<file path="config.mk">
export PLATFORM = sky130hd
export DESIGN_NAME = handshaking_master_flat
export DESIGN_NICKNAME = d
export VERILOG_FILES = /design/src/rtl/handshaking_master_pkg.sv /design/src/rtl/handshaking_master_if.sv /design/src/rtl/handshaking_master_fifo.sv /design/src/rtl/handshaking_master.sv /design/src/flat_wrapper.sv
export SDC_FILE = /design/constraint.sdc
export NUM_CORES = 1
export LEC_CHECK = 0
export ABC_AREA = 1
export CORE_ASPECT_RATIO = 0.75
export CORE_MARGIN = 2
export CORE_UTILIZATION = 58
export CTS_BUF_LIST = sky130_fd_sc_hd__clkbuf_16
export CTS_CLUSTER_SIZE = 25
export DETAILED_ROUTE_END_ITERATION = 6
export PLACE_DENSITY = 0.83
export SLEW_MARGIN = 10
export SYNTH_ARGS = -nofsm -noshare
export SYNTH_HDL_FRONTEND = slang
export SYNTH_HIERARCHICAL = 1
export SYNTH_SLANG_ARGS = --single-unit
</file>
<file path="constraint.sdc">
create_clock -name clk -period 2.82 [get_ports clk]
set_input_delay 0.423 -clock clk [delete_from_list [all_inputs] [get_ports clk]]
set_output_delay 0.423 -clock clk [all_outputs]
set_load 0.03 [all_outputs]
</file>
<file path="src/rtl/handshaking_master_pkg.sv">
// Shared types and helpers for the handshake source and its FIFO.
// Package hs_pkg: default data width, FSM state enum, count-width helper.
package hs_pkg;

    localparam int DATA_W = 8;

    typedef enum logic {
        IDLE = 1'b0,
        SEND = 1'b1
    } hs_state_t;

    function automatic int cnt_w(input int depth);
        return $clog2(depth) + 1;
    endfunction

endpackage

</file>
<file path="src/rtl/handshaking_master_if.sv">
// Valid/ready handshake bundle between a source and a sink stage.
// master drives data/valid, slave drives ready.
interface handshaking_master_if
    import hs_pkg::*;
#(
    parameter int DATA_WIDTH = DATA_W
);

    logic [DATA_WIDTH-1:0] data_out;
    logic                  valid_out;
    logic                  ready_in;

    modport master (
        output data_out,
        output valid_out,
        input  ready_in
    );

    modport slave (
        input  data_out,
        input  valid_out,
        output ready_in
    );

endinterface

</file>
<file path="src/rtl/handshaking_master_fifo.sv">
// hs_fifo: synchronous power-of-two FIFO with push/pop, full/empty, count.
// Head word is readable combinationally on rd_data.
module hs_fifo
    import hs_pkg::*;
#(
    parameter int WIDTH = DATA_W,
    parameter int DEPTH = 4
) (
    input  logic                    clk,
    input  logic                    rst,
    input  logic                    push,
    input  logic                    pop,
    input  logic [WIDTH-1:0]        wr_data,
    output logic [WIDTH-1:0]        rd_data,
    output logic                    full,
    output logic                    empty,
    output logic [cnt_w(DEPTH)-1:0] count
);

    localparam int AW = $clog2(DEPTH);
    localparam int CW = cnt_w(DEPTH);

    logic [WIDTH-1:0] mem [DEPTH];
    logic [AW-1:0]    wr_ptr;
    logic [AW-1:0]    rd_ptr;
    logic [CW-1:0]    cnt;
    logic             do_push;
    logic             do_pop;

    assign full    = (cnt == CW'(DEPTH));
    assign empty   = (cnt == '0);
    assign count   = cnt;
    assign rd_data = mem[rd_ptr];
    assign do_push = push && !full;
    assign do_pop  = pop && !empty;

    // Pointers wrap naturally because DEPTH is a power of two.
    always_ff @(posedge clk) begin
        if (rst) begin
            wr_ptr <= '0;
            rd_ptr <= '0;
            cnt    <= '0;
        end else begin
            if (do_push) wr_ptr <= wr_ptr + 1'b1;
            if (do_pop)  rd_ptr <= rd_ptr + 1'b1;
            case ({do_push, do_pop})
                2'b10:   cnt <= cnt + 1'b1;
                2'b01:   cnt <= cnt - 1'b1;
                default: cnt <= cnt;
            endcase
        end
    end

    always_ff @(posedge clk) begin
        if (do_push) mem[wr_ptr] <= wr_data;
    end

endmodule

</file>
<file path="src/rtl/handshaking_master.sv">
// Handshake source: FIFO-buffered producer words presented on valid/ready.
// Define HS_MASTER_TIMEOUT_EN to add a sticky stall timeout output.
module handshaking_master
    import hs_pkg::*;
#(
    parameter int DATA_WIDTH     = DATA_W,
    parameter int DEPTH          = 4,
    parameter int TIMEOUT_CYCLES = 16
) (
    input  logic                    clk,
    input  logic                    rst,
    input  logic                    wr_en,
    input  logic [DATA_WIDTH-1:0]   wr_data,
    output logic                    full,
    output logic                    empty,
    output logic [cnt_w(DEPTH)-1:0] count,
    output logic                    overflow,
`ifdef HS_MASTER_TIMEOUT_EN
    output logic                    timeout,
`endif
    handshaking_master_if.master    hs
);

    hs_state_t             state;
    hs_state_t             state_n;
    logic                  pop;
    logic [DATA_WIDTH-1:0] head;
    logic [DATA_WIDTH-1:0] data_q;

    hs_fifo #(
        .WIDTH (DATA_WIDTH),
        .DEPTH (DEPTH)
    ) u_fifo (
        .clk     (clk),
        .rst     (rst),
        .push    (wr_en),
        .pop     (pop),
        .wr_data (wr_data),
        .rd_data (head),
        .full    (full),
        .empty   (empty),
        .count   (count)
    );

    always_ff @(posedge clk) begin
        if (rst) state <= IDLE;
        else     state <= state_n;
    end

    // A pop reloads the output register; in SEND only after a transfer.
    always_comb begin
        state_n = state;
        pop     = 1'b0;
        case (state)
            IDLE: begin
                if (!empty) begin
                    pop     = 1'b1;
                    state_n = SEND;
                end
            end
            SEND: begin
                if (hs.ready_in) begin
                    if (!empty) pop = 1'b1;
                    else        state_n = IDLE;
                end
            end
            default: state_n = IDLE;
        endcase
    end

    always_ff @(posedge clk) begin
        if (rst) begin
            data_q   <= '0;
            overflow <= 1'b0;
        end else begin
            if (pop) data_q <= head;
            overflow <= wr_en && full;
        end
    end

    assign hs.data_out  = data_q;
    assign hs.valid_out = (state == SEND);

`ifdef HS_MASTER_TIMEOUT_EN
    localparam int SW = $clog2(TIMEOUT_CYCLES + 1);

    logic [SW-1:0] stall;
    logic [SW:0]   stall_inc;
    logic          stall_hit;

    assign stall_inc = {1'b0, stall} + 1'b1;
    assign stall_hit = (stall_inc >= (SW + 1)'(TIMEOUT_CYCLES));

    // Counter saturates at the limit; timeout stays set until reset.
    always_ff @(posedge clk) begin
        if (rst) begin
            stall   <= '0;
            timeout <= 1'b0;
        end else if (state == SEND) begin
            if (hs.ready_in) begin
                stall <= '0;
            end else begin
                stall <= stall_hit ? SW'(TIMEOUT_CYCLES)
                                   : stall_inc[SW-1:0];
                if (stall_hit) timeout <= 1'b1;
            end
        end
    end
`else
    localparam int unused_timeout_cycles = TIMEOUT_CYCLES;
`endif

endmodule

</file>
<file path="src/flat_wrapper.sv">
// flat-port wrapper written by rule: the top's interface ports become plain ports
module handshaking_master_flat import hs_pkg::*;
#(
    parameter int DATA_WIDTH     = DATA_W,
    parameter int DEPTH          = 4,
    parameter int TIMEOUT_CYCLES = 16
)
  (clk, rst, wr_en, wr_data, full, empty, count, overflow, hs_data_out, hs_valid_out, hs_ready_in);
  handshaking_master_if #(.DATA_WIDTH(DATA_WIDTH)) hs_i ();
  input  logic clk;
  input  logic rst;
  input  logic wr_en;
  input  logic [DATA_WIDTH-1:0] wr_data;
  output logic full;
  output logic empty;
  output logic [cnt_w(DEPTH)-1:0] count;
  output logic overflow;
  output wire logic [$bits(hs_i.data_out)-1:0] hs_data_out;
  output wire logic [$bits(hs_i.valid_out)-1:0] hs_valid_out;
  input wire logic [$bits(hs_i.ready_in)-1:0] hs_ready_in;
  assign hs_data_out = hs_i.data_out;
  assign hs_valid_out = hs_i.valid_out;
  assign hs_i.ready_in = hs_ready_in;
  handshaking_master #(.DATA_WIDTH(DATA_WIDTH), .DEPTH(DEPTH), .TIMEOUT_CYCLES(TIMEOUT_CYCLES)) u_core (.clk(clk), .rst(rst), .wr_en(wr_en), .wr_data(wr_data), .full(full), .empty(empty), .count(count), .overflow(overflow), .hs(hs_i));
endmodule
</file>
==> results of run 1 <==
==> stage by stage <==
| step | hold WS [ns] | instance area (µm²) | instances |
|---|---|---|---|
| after floorplan | 0.459 | 2130 | 206 |
| after global placement | 0.461 | 2440 | 284 |
| after detailed placement | 0.466 | 2440 | 284 |
| after CTS | 0.482 | 2580 | 292 |
| after global routing | 0.503 | 2580 | 292 |
| final | 0.477 | 2580 | 292 |
==> layer usage <==
metal	up-vias	share of wire (%)	GRT usage, %
met5	-	0	0
met3	6	5.4	5.75
met2	35	46	30.0
li1	752	-	-
met1	662	47	27.4
met4	0	1.3	10.9
==> synthesized netlist by cell type, drive strengths merged <==
| master | number | area share [%] |
|---|---|---|
| dfxtp | 19 | 18 |
| o22ai | 8 | 2.4 |
| nand2 | 25 | 5.3 |
| ha | 5 | 2.9 |
| nand3 | 13 | 3.3 |
| inv | 31 | 5.5 |
| edfxtp | 32 | 45 |
| buf | 4 | 2.1 |
| fa | 1 | 0.94 |
| a21oi | 15 | 3.5 |
| o21ai | 18 | 4.8 |
| nor2 | 35 | 6.3 |
==> sequential cells by signal, indices dropped and copies added, names as in the netlist, named ones only <==
signal	flops
u_core/u_fifo/mem	32
u_core/overflow	1
u_core/u_fifo/count	3
u_core/u_fifo/wr_ptr	2
u_core/hs.valid_out	1
u_core/hs.data_out	8
u_core/u_fifo/rd_ptr	2
==> path summary, 6_finish.rpt <==
kind,from,endpoint,slack [ns],cells after the start
hold / removal,u_core/hs.data_out[7],u_core/hs.data_out[7],0.48,2
setup / recovery,hs_ready_in,u_core/u_fifo/count[2],0.65,14
hold reg to reg,u_core/hs.data_out[7],u_core/hs.data_out[7],0.48,2
setup reg to reg,u_core/u_fifo/count[1],u_core/u_fifo/count[2],0.67,15
==> final cells by class <==
| class | instances | area share, % |
|---|---|---|
| clock inverters | 3 | 0.437 |
| multi-input cells | 120 | 24.3 |
| clock buffers | 5 | 4.86 |
| repair buffers | 30 | 11.3 |
| inverters | 31 | 4.52 |
| flip-flops and latches | 51 | 52.1 |
| well taps | 52 | 2.53 |
==> power groups by stage <==
stage               clock network, W  registers (W)  logic (W)
finish                      0.000555        0.00104    0.00103
global route                0.000608        0.00106    0.00115
CTS                         0.000571        0.00104    0.00104
detailed placement                 0        0.00106    0.00103
global placement                   0        0.00106    0.00100
floorplan                          0        0.00116   0.000657
==> critical path: stages <==
cell and delay (ns):
clkdlybuf4s50_1 0.46, inv_1 0.07, a21oi_1 0.23, nand2_1 0.11
inv_1 0.09, ha_1 0.17, inv_1 0.07, fa_1 0.38
inv_1 0.07, nand2_1 0.05, nand3_1 0.08, nand2_1 0.06
nand2_1 0.05, nor2_1 0.04
==> cells by family after synthesis <==
family                   Yosys count
adder cells (fa/ha/maj)            6
AO/OA/AOI/OAI                     41
flip-flops                        51
AND/OR/NAND/NOR                   73
buffers and inverters             35
==> results.sh, run 1 <==
export IMPL_status="completed"
export IMPL_place_hpwl_mm=2.40
export IMPL_syn_nets=224
export IMPL_cts_tree="yes"
export IMPL_synth_top_family_by_area="simple AND/OR/NAND/NOR gates"
export IMPL_grt_ovfl_total=0
export IMPL_grt_usage_pct=20.4
export IMPL_max_slew_margin_pct=61.9
export IMPL_worst_slew_pin_slew_ns=0.571
export IMPL_fillers=256
export IMPL_vias=1455
export IMPL_wl_mm=3.65
export IMPL_synthAdderAreaFrac_pct=3.88
export IMPL_yosys_cell_types_count=19
export IMPL_p_int_w=0.00164
export IMPL_maxSlewViolCount=0
export IMPL_final_antenna_net_count=0
export IMPL_avgSynthCellArea_um2=10.3
export IMPL_totalNegativeSetupSlack_ns=0
export IMPL_design_power_total_w=0.00263
export IMPL_cts_buffers=5
export IMPL_layout_common_cells="nor2_1, edfxtp_1, inv_1, clkdlybuf4s50_1, nand2_1"
export IMPL_pwr_share_comb_pct=39.2
export IMPL_p_clk_share_pct=21.1
export IMPL_antenna_cells=0
export IMPL_setup_violations=0
export IMPL_viasPerCell=4.98
export IMPL_p_per_area_mw_per_mm2=1020
export IMPL_routabilityCongestion=0.868
export IMPL_swShare_pct=37.6
export IMPL_pin_count=27
export IMPL_htreeDepth=2
export IMPL_die_h_um=56.5
export IMPL_portBuffers=26
export IMPL_initial_core_util_pct=59.3
export IMPL_grt_pass1_wl_mm=6.12
export IMPL_fin_util_pct=71.8
export IMPL_crit_path_end_kind="flip-flop"
export IMPL_clk_pin_slew_ns=0.06
export IMPL_core_area_mm2=0.00359
export IMPL_cp_start_kind="input port"
export IMPL_drive_above_1_share_pct=8.33
export IMPL_antenna_found_initial=0
export IMPL_finalWorstSetupSlack_ns=0.648
export IMPL_worstPathRequired_ns=3.00
export IMPL_hold_buffers=0
export IMPL_path_class="input port to flip-flop"
export IMPL_cap_violations=0
export IMPL_clock_skew_ns=0.00330
export IMPL_yosys_warnings=6
export IMPL_first_global_vias=1343
export IMPL_drc=0
export IMPL_synth_seq_cells=51
export IMPL_leakage_nw=1.04
export IMPL_netSwitchingPower_w=0.000987
export IMPL_cts_resized=0
export IMPL_cp_arrival_ns=2.35
export IMPL_rsz0062_at_grt="no"
export IMPL_multi_input_area_um2=627
export IMPL_clock_latency_ns=0.28
export IMPL_hp_class="flip-flop to flip-flop"
export IMPL_drt_iter0_markers=85
export IMPL_wl_per_cell_um=12.5
export IMPL_cts_setup_buffers=0
export IMPL_die_x_um=74.0
export IMPL_cts_sinks=51
export IMPL_fin_crit_ns=2.17
export IMPL_peakVddDrop_v=0.000868
export IMPL_row_count=19
export IMPL_netlist_area_mm2=0.00213
export IMPL_cp_max_fo=3
export IMPL_pre_cts_ws_ns=0.382
export IMPL_syn_inst=206
export IMPL_synth_compound_area_share_pct=10.6
export IMPL_final_hold_viol_count=0
export IMPL_clock_path_buffers=2
export IMPL_register_area_mm2=0.00134
export IMPL_dieArea_mm2=0.00418
export IMPL_ys_seq_area_share_pct=63.0
export IMPL_area_growth_pct=21.0
export IMPL_synth_xor_area_share_pct=0
export IMPL_root_buffer="clkbuf_16"
export IMPL_drt_pass1_iterations=4
export IMPL_synth_mux_area_share_pct=0
export IMPL_synth_simple_area_share_pct=14.9
export IMPL_nets=257
export IMPL_final_common_cell="nor2_1"
export IMPL_finalCritPeriodShare_pct=77.0
export IMPL_grt_max_degree=18
export IMPL_seqPwrFrac_pct=39.7
export IMPL_max_freq_mhz=460
(Power assumes the default switching activity.)
==> run 2, diff against run 1 <==
--- a/config.mk
+++ b/config.mk
@@ -8,11 +8,11 @@
 export ABC_AREA = 1
 export CORE_ASPECT_RATIO = 0.75
 export CORE_MARGIN = 2
-export CORE_UTILIZATION = 58
+export CORE_UTILIZATION = 54
 export CTS_BUF_LIST = sky130_fd_sc_hd__clkbuf_16
 export CTS_CLUSTER_SIZE = 25
 export DETAILED_ROUTE_END_ITERATION = 6
-export PLACE_DENSITY = 0.83
+export PLACE_DENSITY = 0.78
 export SLEW_MARGIN = 10
 export SYNTH_ARGS = -nofsm -noshare
 export SYNTH_HDL_FRONTEND = slang
==> constraint.sdc (replaced) <==
create_clock -name clk -period 2 [get_ports clk]
set_input_delay 0.3 -clock clk [delete_from_list [all_inputs] [get_ports clk]]
set_output_delay 0.3 -clock clk [all_outputs]
set_load 0.03 [all_outputs]
==> run 2 against run 1 <==
Clock power grew 69%; routed wire length up 8.0%; global-route usage is 1.3 points lower; clock skew grew 0.0034 ns; non-clock buffer count rose by 6; utilization rose by 0.97 points; largest cell class unchanged; total power is 55% higher; critical path type is now flip-flop to flip-flop; highest routed layer unchanged; largest power group is now combinational cells.
==> results.sh, run 2 (synthesis gave the netlist of run 1 again) <==
export IMPL_dieArea_mm2=0.00447
export IMPL_design_power_total_w=0.00407
export IMPL_grt_usage_pct=19.1
export IMPL_die_x_um=76.5
export IMPL_cp_arrival_ns=2.10
export IMPL_rsz0062_at_grt="yes"
export IMPL_clk_pin_slew_ns=0.06
export IMPL_area_growth_pct=26.7
export IMPL_cp_max_fo=4
export IMPL_path_class="flip-flop to flip-flop"
export IMPL_cts_sinks=51
export IMPL_hp_class="flip-flop to flip-flop"
export IMPL_peakVddDrop_v=0.00128
export IMPL_root_buffer="clkbuf_16"
export IMPL_cp_start_kind="flip-flop"
export IMPL_whs_ns=0.481
export IMPL_cap_violations=0
export IMPL_leakage_nw=1.10
export IMPL_place_hpwl_mm=2.68
export IMPL_first_global_vias=1484
export IMPL_antenna_cells=0
export IMPL_grt_ovfl_total=0
export IMPL_max_slew_margin_pct=78.7
export IMPL_drive_above_1_share_pct=16.3
export IMPL_antenna_found_initial=0
export IMPL_layout_common_cells="nor2_1, edfxtp_1, inv_1, clkdlybuf4s50_1, nand2_1"
export IMPL_placed_cell_area_mm2=0.00249
export IMPL_crit_path_end_kind="flip-flop"
export IMPL_worst_slew_pin_slew_ns=0.319
export IMPL_htreeDepth=2
export IMPL_setup_violations=0
export IMPL_initial_core_util_pct=57.4
export IMPL_row_count=19
export IMPL_finalCritPeriodShare_pct=95.8
export IMPL_totalNegativeSetupSlack_ns=0
export IMPL_core_area_mm2=0.00371
export IMPL_final_hold_viol_count=0
export IMPL_final_cells=298
export IMPL_status="completed"
export IMPL_hold_buffers=0
export IMPL_wl_mm=3.95
export IMPL_min_path_cells=2
export IMPL_drc=0
export IMPL_top_register="u_core/u_fifo/mem"
export IMPL_vias=1499
export IMPL_rr_worst_depth=15
export IMPL_dp_cells=288
export IMPL_clock_skew_ns=0.00666
export IMPL_largest_register_ffs=32
export IMPL_fin_crit_ns=1.92
export IMPL_viasPerCell=5.03
export IMPL_clock_path_buffers=2
export IMPL_grt_max_degree=18
export IMPL_nets=263
export IMPL_drt_iter0_markers=81
export IMPL_max_freq_mhz=522
export IMPL_clock_latency_ns=0.29
export IMPL_grt_pass1_wl_mm=6.44
export IMPL_design_area_mm2=0.00270
export IMPL_drt_pass1_iterations=4
export IMPL_pin_count=27
export IMPL_cts_buffers=5
export IMPL_wl_per_cell_um=13.2
export IMPL_final_common_cell="nor2_1"
export IMPL_maxSlewViolCount=0
export IMPL_cts_tree="yes"
export IMPL_p_per_area_mw_per_mm2=1510
export IMPL_routabilityCongestion=0.786
export IMPL_final_antenna_net_count=0
export IMPL_portBuffers=26
export IMPL_worstPathRequired_ns=2.18
export IMPL_die_h_um=58.4
run 2: cell types whose count changed in the layout (fill, tap and decap cells not counted), sizes merged:
cell / change
buf: +6
dlygate4sd2: +1
clkinvlp: +1
clkdlybuf4s50: -2
bufinv: +1
clkinv: -2
dlymetal6s2s: +1
run 2: metal layers:
layer | vias to the layer above | track usage [%] | wire (µm)
li1 | 767 | - | -
met5 | - | 0 | 0
met3 | 4 | 4.91 | 224
met4 | 0 | 9.35 | 51
met2 | 40 | 33.4 | 1960
met1 | 688 | 22.6 | 1710
run 2: cell type report:
class / instances / area (µm²)
inverters: 31 / 120
flip-flops and latches: 51 / 1350
clock inverters: 3 / 40.0
fillers: 277 / 1010
repair buffers: 36 / 337
clock buffers: 5 / 125
well taps: 52 / 65.1
multi-input cells: 120 / 658
run 2: worst max-delay path, stage by stage (launching register included):
cell and delay, ns:
dfxtp_4 0.36, inv_2 0.06, nand2_4 0.09, clkinvlp_4 0.11, a21oi_2 0.13, nand2_1 0.10, inv_2 0.10, ha_4 0.13
inv_2 0.04, fa_2 0.36, inv_1 0.06, nand2_1 0.06, nand3_2 0.06, nand2_1 0.05, nand2_1 0.06, nor2_1 0.04
run 2: what timing repair did:
action,in CTS,in global routing
setup endpoints to repair,1,2
buffers inserted,0,2
pin swaps,0,3
resized for setup,1,8
run 2: final timing paths:
| path | slack, ns | startpoint | endpoint |
|---|---|---|---|
| min | 0.48 | u_core/hs.data_out[5] | u_core/hs.data_out[5] |
| min reg2reg | 0.48 | u_core/hs.data_out[5] | u_core/hs.data_out[5] |
| max reg2reg | 0.08 | u_core/u_fifo/count[2] | u_core/u_fifo/count[2] |
| max | 0.08 | u_core/u_fifo/count[2] | u_core/u_fifo/count[2] |
run 2: power by group:
part	internal, W	total [W]	switching, W
Combinational	0.000655	0.00167	0.00101
Clock	0.000586	0.000938	0.000352
Sequential	0.00133	0.00147	0.000137
run 2: through the flow:
stage | utilization [%] | setup WS (ns)
finish | 72.7 | 0.0841
global route | 72.7 | -0.0495
CTS | 71.6 | 0.0113
detailed placement | 67.2 | -0.138
global placement | 67.2 | -0.0944
floorplan | - | -0.0467
==> run 3, diff against run 2 <==
--- a/config.mk
+++ b/config.mk
@@ -13,6 +13,7 @@
 export CTS_CLUSTER_SIZE = 25
 export DETAILED_ROUTE_END_ITERATION = 6
 export PLACE_DENSITY = 0.78
+export SETUP_SLACK_MARGIN = 0.15
 export SLEW_MARGIN = 10
 export SYNTH_ARGS = -nofsm -noshare
 export SYNTH_HDL_FRONTEND = slang
==> run 3 against run 2 <==
Sequential power barely moved; critical path depth unchanged; largest cell class unchanged; sequential share of layout area shrank 0.35 points; largest power group unchanged; non-clock buffer count up 3.
==> results.sh, run 3 (synthesis gave the netlist of run 1 again) <==
export IMPL_cp_arrival_ns=2.02
export IMPL_dieArea_mm2=0.00447
export IMPL_setup_violations=0
export IMPL_pwr_share_comb_pct=41.9
export IMPL_dp_cells=288
export IMPL_cts_sinks=51
export IMPL_drc=0
export IMPL_design_area_mm2=0.00272
export IMPL_antenna_found_initial=0
export IMPL_first_global_vias=1511
export IMPL_pin_count=27
export IMPL_top_register="u_core/u_fifo/mem"
export IMPL_place_hpwl_mm=2.68
export IMPL_fin_util_pct=73.2
export IMPL_clock_path_buffers=2
export IMPL_worst_slew_pin_slew_ns=0.319
export IMPL_antenna_cells=0
export IMPL_max_freq_mhz=544
export IMPL_area_growth_pct=27.6
export IMPL_core_area_mm2=0.00371
export IMPL_largest_register_ffs=32
export IMPL_p_clk_share_pct=22.7
export IMPL_hold_buffers=0
export IMPL_netSwitchingPower_w=0.00154
export IMPL_maxSlewViolCount=0
export IMPL_vias=1526
export IMPL_final_antenna_net_count=0
export IMPL_cts_tree="yes"
export IMPL_die_h_um=58.4
export IMPL_design_power_total_w=0.00415
export IMPL_final_cells=301
export IMPL_routabilityCongestion=0.786
export IMPL_whs_ns=0.481
export IMPL_wl_mm=4.14
export IMPL_clock_latency_ns=0.29
export IMPL_crit_path_end_kind="flip-flop"
export IMPL_clock_skew_ns=0.00798
export IMPL_leakage_nw=1.10
export IMPL_finalCritPeriodShare_pct=91.9
export IMPL_drive_above_1_share_pct=17.3
export IMPL_cts_buffers=5
export IMPL_p_per_area_mw_per_mm2=1530
export IMPL_placed_cell_area_mm2=0.00249
export IMPL_path_cells="inv_2 > nand2_4 > clkinvlp_4 > a21oi_2 > nand2_2 > inv_2 > ha_4 > inv_2 > fa_2 > inv_1 > nand2_1 > nand3_2 > nand2_1 > nand2_1 > nor2_1"
export IMPL_fin_crit_ns=1.84
export IMPL_cp_start_kind="flip-flop"
export IMPL_portBuffers=26
export IMPL_grt_pass1_wl_mm=6.64
export IMPL_swShare_pct=37.1
export IMPL_layout_common_cells="nor2_1, edfxtp_1, inv_1, clkdlybuf4s50_1, nand2_1"
export IMPL_die_x_um=76.5
export IMPL_wl_per_cell_um=13.8
export IMPL_final_hold_viol_count=0
export IMPL_htreeDepth=2
export IMPL_drt_pass1_iterations=4
export IMPL_max_slew_margin_pct=78.7
export IMPL_cp_max_fo=3
export IMPL_final_common_cell="nor2_1"
export IMPL_status="completed"
export IMPL_path_class="flip-flop to flip-flop"
export IMPL_grt_ovfl_total=0
export IMPL_rsz0062_at_grt="yes"
export IMPL_seqPwrFrac_pct=35.3
export IMPL_nets=266
export IMPL_grt_max_degree=18
export IMPL_cp_slowest_cell="dfxtp_4"
export IMPL_fillers=274
export IMPL_cp_slowest_stage_delay_ns=0.36
export IMPL_worstPathRequired_ns=2.19
export IMPL_grt_usage_pct=19.7
export IMPL_p_int_w=0.00261
export IMPL_clk_pin_slew_ns=0.06
export IMPL_peakVddDrop_v=0.00134
export IMPL_cap_violations=0
export IMPL_root_buffer="clkbuf_16"
export IMPL_hp_class="flip-flop to flip-flop"
export IMPL_row_count=19
export IMPL_viasPerCell=5.07
export IMPL_drt_iter0_markers=83
export IMPL_initial_core_util_pct=57.4
[run 3: what timing repair did]
action,CTS,global route
setup endpoints to repair,4,2
buffers inserted,4,1
pin swaps,2,2
gates resized for setup,4,5
[run 3: layout make-up]
class	count	area, µm²	area share (%)
multi-input cells	120	658	24.2
repair buffers	39	355	13.1
flip-flops and latches	51	1350	49.8
clock inverters	3	40.0	1.47
inverters	31	120	4.42
well taps	52	65.1	2.40
clock buffers	5	125	4.61
[run 3: path summary, 6_finish.rpt]
check / depth (start not counted) / to / slack [ns] / start
hold / removal: 2 / u_core/hs.data_out[5] / 0.48 / u_core/hs.data_out[5]
setup / recovery: 15 / u_core/u_fifo/count[2] / 0.16 / u_core/u_fifo/count[2]
setup reg to reg: 15 / u_core/u_fifo/count[2] / 0.16 / u_core/u_fifo/count[2]
hold reg to reg: 2 / u_core/hs.data_out[5] / 0.48 / u_core/hs.data_out[5]
[run 3: metal layers]
metal  part of all wire [%]  track usage, %
met5                      0               0
met4                    2.7            10.6
met3                    5.0            5.06
met2                     48            33.6
met1                     44            23.7
[run 3: stage by stage]
step	setup slack [ns]	TNS (ns)
6_report	0.162	0
5_1_grt	0.0265	0
4_1_cts	0.130	0
3_5_place_dp	-0.138	-0.189
3_3_place_gp	-0.0944	-0.123
2_1_floorplan	-0.0467	-0.0467
[run 3: worst max-delay path: cells and delay by family, from the launching register on]
kind,cells,cell delay (ns)
buffers and inverters,5,0.33
flip-flops,1,0.36
AO/OA/AOI/OAI,1,0.14
AND/OR/NAND/NOR,7,0.42
adder cells (fa/ha/maj),2,0.48
[run 3: power by group through the flow]
stage	registers (W)	clock network, W	logic [W]
2_1_floorplan	0.00165	0	0.000951
3_3_place_gp	0.00148	0	0.00153
3_5_place_dp	0.00149	0	0.00157
4_1_cts	0.00146	0.000956	0.00166
5_1_grt	0.00149	0.000997	0.00192
6_report	0.00147	0.000944	0.00174
